==> config.mk <==
export PLATFORM = sky130hd
export DESIGN_NAME = dt_walker
export DESIGN_NICKNAME = d
export VERILOG_FILES = /design/src/rtl/dt_walker_pkg.sv /design/src/rtl/dt_node_table.sv /design/src/rtl/dt_walker.sv
export SDC_FILE = /design/constraint.sdc
export NUM_CORES = 2
export LEC_CHECK = 0
export CAP_MARGIN = 20
export CORE_MARGIN = 1.5
export CORE_UTILIZATION = 40
export DETAILED_ROUTE_END_ITERATION = 8
export HOLD_SLACK_MARGIN = 0.02
export SYNTH_ARGS = -nofsm -noshare
export SYNTH_HDL_FRONTEND = slang
export SYNTH_HIERARCHICAL = 1
export SYNTH_SLANG_ARGS = --single-unit
export TNS_END_PERCENT = 20
==> constraint.sdc <==
create_clock -name clk -period 4.5 [get_ports clk]
set_clock_uncertainty 0.1 [all_clocks]
set_input_delay 0.45 -clock clk [delete_from_list [all_inputs] [get_ports clk]]
set_output_delay 0.45 -clock clk [all_outputs]
set_load 0.005 [all_outputs]
==> src/rtl/dt_walker_pkg.sv <==
// dt_walker_pkg: width helpers, node-word field slicing, FSM states and the thermometer encoder.
package dt_walker_pkg;
  typedef enum logic [1:0] {IDLE, WALK, DONE} state_t;
  // Wide carrier so the slicing helpers work for any legal parameter set.
  typedef logic [63:0] word_t;
  function automatic int addr_w(input int n_nodes);
    return n_nodes > 2 ? $clog2(n_nodes) : 1;
  endfunction
  function automatic int fidx_w(input int n_feat);
    return n_feat > 2 ? $clog2(n_feat) : 1;
  endfunction
  function automatic int lvl_w(input int n_out);
    return $clog2(n_out + 1);
  endfunction
  function automatic int node_w(input int aw, input int fw);
    return 1 + fw + 2 * aw;
  endfunction
  function automatic word_t mask(input int n);
    return (word_t'(1) << n) - word_t'(1);
  endfunction
  function automatic logic is_leaf(input word_t w, input int nw);
    return |((w >> (nw - 1)) & word_t'(1));
  endfunction
  function automatic word_t fidx(input word_t w, input int aw, input int fw);
    return (w >> (2 * aw)) & mask(fw);
  endfunction
  function automatic word_t child_hi(input word_t w, input int aw);
    return (w >> aw) & mask(aw);
  endfunction
  function automatic word_t child_lo(input word_t w, input int aw);
    return w & mask(aw);
  endfunction
  function automatic word_t leaf_lvl(input word_t w, input int lw);
    return w & mask(lw);
  endfunction
  // Levels beyond the output width saturate to all ones.
  function automatic word_t lvl_to_therm(input word_t l, input int n_out);
    return mask(l > word_t'(n_out) ? n_out : int'(l));
  endfunction
endpackage

==> src/rtl/dt_node_table.sv <==
// dt_node_table: node register array, sync write, combinational read, async clear.
//   clk, rst_n        clock, async active-low reset (clears every node)
//   we, waddr, wdata  write port
//   raddr, rdata      combinational read port
module dt_node_table
  import dt_walker_pkg::*;
#(
  parameter int N_NODES = 64,
  parameter int NODE_W  = 17,
  parameter int ADDR_W  = 6
) (
  input  logic              clk,
  input  logic              rst_n,
  input  logic              we,
  input  logic [ADDR_W-1:0] waddr,
  input  logic [NODE_W-1:0] wdata,
  input  logic [ADDR_W-1:0] raddr,
  output logic [NODE_W-1:0] rdata
);
  logic [NODE_W-1:0] mem [N_NODES];
  always_ff @(posedge clk or negedge rst_n)
    if (!rst_n) for (int i = 0; i < N_NODES; i++) mem[i] <= '0;
    else if (we) mem[waddr] <= wdata;
  assign rdata = mem[raddr];
endmodule

==> src/rtl/dt_walker.sv <==
// dt_walker: sequential decision-tree walker over a loadable node table, thermometer-coded result.
//   clk, rst_n                     clock, async active-low reset
//   cfg_we, cfg_addr, cfg_wdata    node table write (IDLE only); cfg_err pulses on rejection
//   in_valid, in_ready, inp        feature vector handshake
//   out_valid, out_ready, outp     result handshake, thermometer-coded class
//   out_err                        walk aborted on depth overflow
module dt_walker
  import dt_walker_pkg::*;
#(
  parameter int N_FEAT    = 10,
  parameter int N_OUT     = 10,
  parameter int N_NODES   = 64,
  parameter int MAX_DEPTH = 16,
  localparam int ADDR_W = addr_w(N_NODES),
  localparam int FIDX_W = fidx_w(N_FEAT),
  localparam int LVL_W  = lvl_w(N_OUT),
  localparam int NODE_W = node_w(ADDR_W, FIDX_W)
) (
  input  logic              clk,
  input  logic              rst_n,
  input  logic              cfg_we,
  input  logic [ADDR_W-1:0] cfg_addr,
  input  logic [NODE_W-1:0] cfg_wdata,
  output logic              cfg_err,
  input  logic              in_valid,
  output logic              in_ready,
  input  logic [N_FEAT-1:0] inp,
  output logic              out_valid,
  input  logic              out_ready,
  output logic [N_OUT-1:0]  outp,
  output logic              out_err
);
  localparam int STEP_W = $clog2(MAX_DEPTH + 1);
  state_t state, nxt;
  logic [N_FEAT-1:0] feat;
  logic [ADDR_W-1:0] cur, hi, lo;
  logic [STEP_W-1:0] step;
  logic [NODE_W-1:0] node;
  logic [FIDX_W-1:0] fi;
  logic leaf, bit_sel, abort;
  dt_node_table #(.N_NODES(N_NODES), .NODE_W(NODE_W), .ADDR_W(ADDR_W)) u_table (
    .clk(clk), .rst_n(rst_n), .we(cfg_we && state == IDLE), .waddr(cfg_addr),
    .wdata(cfg_wdata), .raddr(cur), .rdata(node)
  );
  assign leaf      = is_leaf(word_t'(node), NODE_W);
  assign fi        = FIDX_W'(fidx(word_t'(node), ADDR_W, FIDX_W));
  assign hi        = ADDR_W'(child_hi(word_t'(node), ADDR_W));
  assign lo        = ADDR_W'(child_lo(word_t'(node), ADDR_W));
  // Feature indices past the vector read as 0.
  assign bit_sel   = int'(fi) < N_FEAT && feat[fi];
  assign abort     = step == STEP_W'(MAX_DEPTH - 1);
  assign in_ready  = state == IDLE;
  assign out_valid = state == DONE;
  always_ff @(posedge clk or negedge rst_n)
    if (!rst_n) state <= IDLE;
    else state <= nxt;
  always_comb begin
    nxt = state;
    if (state == IDLE && in_valid) nxt = WALK;
    if (state == WALK && (leaf || abort)) nxt = DONE;
    if (state == DONE && out_ready) nxt = IDLE;
  end
  always_ff @(posedge clk or negedge rst_n)
    if (!rst_n) begin
      feat    <= '0;
      cur     <= '0;
      step    <= '0;
      outp    <= '0;
      out_err <= 1'b0;
      cfg_err <= 1'b0;
    end else begin
      cfg_err <= cfg_we && state != IDLE;
      if (state == IDLE && in_valid) begin
        feat <= inp;
        cur  <= '0;
        step <= '0;
      end
      if (state == WALK) begin
        if (leaf) begin
          outp    <= N_OUT'(lvl_to_therm(leaf_lvl(word_t'(node), LVL_W), N_OUT));
          out_err <= 1'b0;
        end else if (abort) begin
          outp    <= '0;
          out_err <= 1'b1;
        end else begin
          cur  <= bit_sel ? hi : lo;
          step <= step + 1'b1;
        end
      end
    end
endmodule

==> impl_metrics.env <==
export IMPL_cp_cell_sequence="buf_12, nand2b_1, buf_4, o22ai_1, o311ai_0, and4_1, nor3b_1, a21oi_1, o21ai_0, o21ai_0"
export IMPL_cts_sinks=1123
export IMPL_leakagePower_nw=27.18
export IMPL_yosysTopAreaCellShare_pct=54.17
export IMPL_number_of_enable_flip_flop_cells_after_synthesis=0
export IMPL_cp_slowest_cell="o311ai_0"
export IMPL_yosys_warnings=6
export IMPL_core_area_sq_um=128200
export IMPL_clk_latency_worst_skew_pair_ns=0.71
export IMPL_max_cap_violations=0
export IMPL_max_clock_freq_ghz=0.2333
export IMPL_design_die_area_sq_um=131900
export IMPL_placedCellCount=4977
export IMPL_clock_path_buffers=3
export IMPL_min_path_type="in2reg"
export IMPL_power_density_cell_area_nw_per_um2=499.8
export IMPL_cp_end_kind="flip-flop"
export IMPL_final_hold_worst_slack_ns=0.2596
export IMPL_cp_max_fo=38
export IMPL_critical_path_top_delay_family="compound AO/OA/AOI/OAI gates"
export IMPL_finalCriticalPeriod_ns=4.287
export IMPL_worstPathArrival_ns=4.81
export IMPL_tritoncts="done"
export IMPL_global_route_overflow_total=0
export IMPL_cts_buffers_inserted=119
export IMPL_critPathMaxStageDelay_ns=0.93
export IMPL_cts_root_buf="clkbuf_16"
export IMPL_final_max_tran_viols=0
export IMPL_path_common_cell="o21ai_0"
export IMPL_all_layer_gr_usage_pct=21.44
export IMPL_ys_top_cells_by_area="dfrtp_1 54%, mux2_2 25%, mux4_2 10%"
export IMPL_synth_largest_area_cell="dfrtp_1"
export IMPL_synth_net_count=3401
export IMPL_cp_start_kind="flip-flop"
export IMPL_drt_pass1_iter_count=5
export IMPL_finalHoldViolations=0
export IMPL_cp_data_required_time_ns=5.02
export IMPL_grt_setup_unrepaired="false"
export IMPL_cts_clk_slew_worst_paths_ns=0.06
export IMPL_routed_wl_um=139200
export IMPL_ys_seq_elements=1123
export IMPL_drt_iter0_drc=2013
export IMPL_synth_async_sr_flop_share_pct=100.0
export IMPL_relSlewSlack_pct=22.21
export IMPL_cts_setup_buffers=0
export IMPL_grt_start_max_net_pins=128
export IMPL_viasPerCell=5.693
export IMPL_core_rowCount=131
export IMPL_final_setup_viol_count=0
export IMPL_initial_core_utilization_pct=40.48
export IMPL_vias=29570
export IMPL_grt_antenna_before_repair=6
export IMPL_drive_above_1_share_pct=52.66
export IMPL_worst_pin_slew_ns=1.167
export IMPL_mean_instance_size_in_the_synthesized_netlist_sq_um=15.44
export IMPL_run_status="complete, no violations"
export IMPL_dieHeight_um=363.1
export IMPL_drt_antenna_violating_nets=0
export IMPL_instances_no_fill=5195
export IMPL_place_gp_congestion=0.9016
export IMPL_detailed_place_hpwl_um=88480
export IMPL_areaGrowthSynthToFinish_pct=12.11
export IMPL_synth_flop_cell="dfrtp_1"
export IMPL_layout_worst_path_cycle_share_pct=95.26
export IMPL_synth_seq_area_share_pct=54.17
export IMPL_setup_tns_ns=0
export IMPL_die_width_um=363.1
export IMPL_design_portCount=52
export IMPL_ir_worst_vdd_mv=0.3399
export IMPL_grt_pass1_vias=30850
export IMPL_drc_errors=0
export IMPL_post_synth_top_count_cell="mux2_2"
export IMPL_setup_worst_path_class="reg2reg"
export IMPL_synth_distinct_cells=71
export IMPL_syn_instance_count=3361
export IMPL_syn_area_sq_um=51880
export IMPL_global_route_wire_length_before_repair_um=211600
export IMPL_synth_top_cells_by_count="1157 x mux2_2, 1123 x dfrtp_1, 235 x mux4_2, 126 x clkbuf_1, 78 x buf_2"
export IMPL_fin_nets=3410
export IMPL_cts_htree_levels=3
export IMPL_numPortBuffers=51
export IMPL_routedWlPerCell_um=26.80
export IMPL_nFillCells=11360
export IMPL_critical_path_n_buffers_inverters=2
==> worst paths after layout <==
kind,cells past startpoint,endpoint,slack [ns],from
setup / recovery,10,step[2]$_DFF_PN0_,0.21,cur[0]$_DFF_PN0_
hold / removal,4,state[1]$_DFFE_PN0P_,0.26,out_ready
setup reg to reg,10,step[2]$_DFF_PN0_,0.21,cur[0]$_DFF_PN0_
hold reg to reg,1,u_table/mem[960]$_DFFE_PN0P_,0.38,u_table/mem[960]$_DFFE_PN0P_
max in group asynchronous,3,u_table/mem[311]$_DFFE_PN0P_,2.81,rst_n
min in group asynchronous,2,u_table/mem[975]$_DFFE_PN0P_,0.28,rst_n
==> layout by cell type, fill, tap and decap left out, drive strengths merged, types with 5 or more instances in the layout <==
master         synthesis  layout
a211oi                17      17
a21oi                 13      13
a22oi                 14      14
a32o                   7       7
a32oi                  6       6
and2                   8       8
and3                  10      10
and4                   5       5
buf                  180     160
bufinv                 0       9
clkbuf               126     179
clkdlybuf4s50          0      33
clkinv                 0      24
dfrtp               1123    1123
mux2                1167    1167
mux2i                 21      21
mux4                 245     245
nand2                 67      67
nand2b                10      10
nand3                 26      26
nand3b                 9       9
nand4                 11      11
nor2                  72      72
nor2b                 33      33
nor3                  15      15
o211ai                 6       6
o21ai                 30      30
o22a                   6       6
o22ai                 73      73
o311ai                 5       5
or3                    7       7
or3b                   6       6
==> worst min-delay path, cell delays in order <==
cell             delay [ns]
clkdlybuf4s50_1        0.39
inv_1                  0.05
o21ai_0                0.06
nand2_1                0.06
==> registers in the layout, indices dropped and copies added (netlist names) <==
| signal | flops |
|---|---|
| feat | 10 |
| state | 2 |
| cur | 6 |
| outp | 10 |
| u_table/mem | 1088 |
| cfg_err | 1 |
| step | 5 |
| out_err | 1 |
==> per-layer routing <==
metal  GRT usage, %  routed length (um)
met1          30.80               63970
met2          33.50               64740
met3          3.858                6946
met4          5.521                3574
met5              0                  13
==> final cells by class <==
type | instances | area [sq um] | share of cell area (%)
inverter | 2 | 7.507 | 0.01291
antenna | 2 | 5.005 | 0.008605
timing repair buffer | 194 | 1819 | 3.128
multi-input combinational | 1930 | 22070 | 37.95
tap | 1729 | 2163 | 3.719
sequential | 1123 | 28120 | 48.34
clock inverter | 36 | 440.4 | 0.7572
clock buffer | 179 | 3536 | 6.079
==> report_power, final <==
part	internal, mW	switching [mW]	total, mW
Sequential	11.3	0.898	12.2
Clock	5.90	4.04	9.94
Combinational	3.17	3.75	6.92
Total	20.4	8.69	29.1
==> metrics by stage <==
stage | utilization (%) | instance area [sq um] | worst slack, ns | power (mW)
floorplan | - | 51880 | 1.085 | 16.72
global placement | 42.26 | 54170 | 0.3128 | 19.15
detailed placement | 42.26 | 54170 | 0.2734 | 19.24
CTS | 45.37 | 58160 | 0.2739 | 29.27
global route | 45.37 | 58160 | 0.1426 | 30.30
finish | 45.38 | 58160 | 0.2133 | 29.07
==> repair_timing <==
item | in CTS | in global routing
hold buffers | 1 | 0
resized for setup | 0 | 0
endpoints found under the hold margin | 58 | 0
==> logic make-up (layout without fill, tap and decap cells) <==
group / Yosys count / after routing / share of synthesized area (%)
AO/OA/AOI/OAI: 202 / 202 / 2.711
XOR/XNOR: 1 / 1 / 0.01688
adder cells (fa/ha/maj): 2 / 2 / 0.04823
buffers and inverters: 308 / 411 / 3.285
flip-flops: 1123 / 1123 / 54.17
multiplexers: 1433 / 1433 / 36.44
other: 0 / 2 / 0
AND/OR/NAND/NOR: 292 / 292 / 3.331
Note: power is estimated with default switching activity, not from simulation.
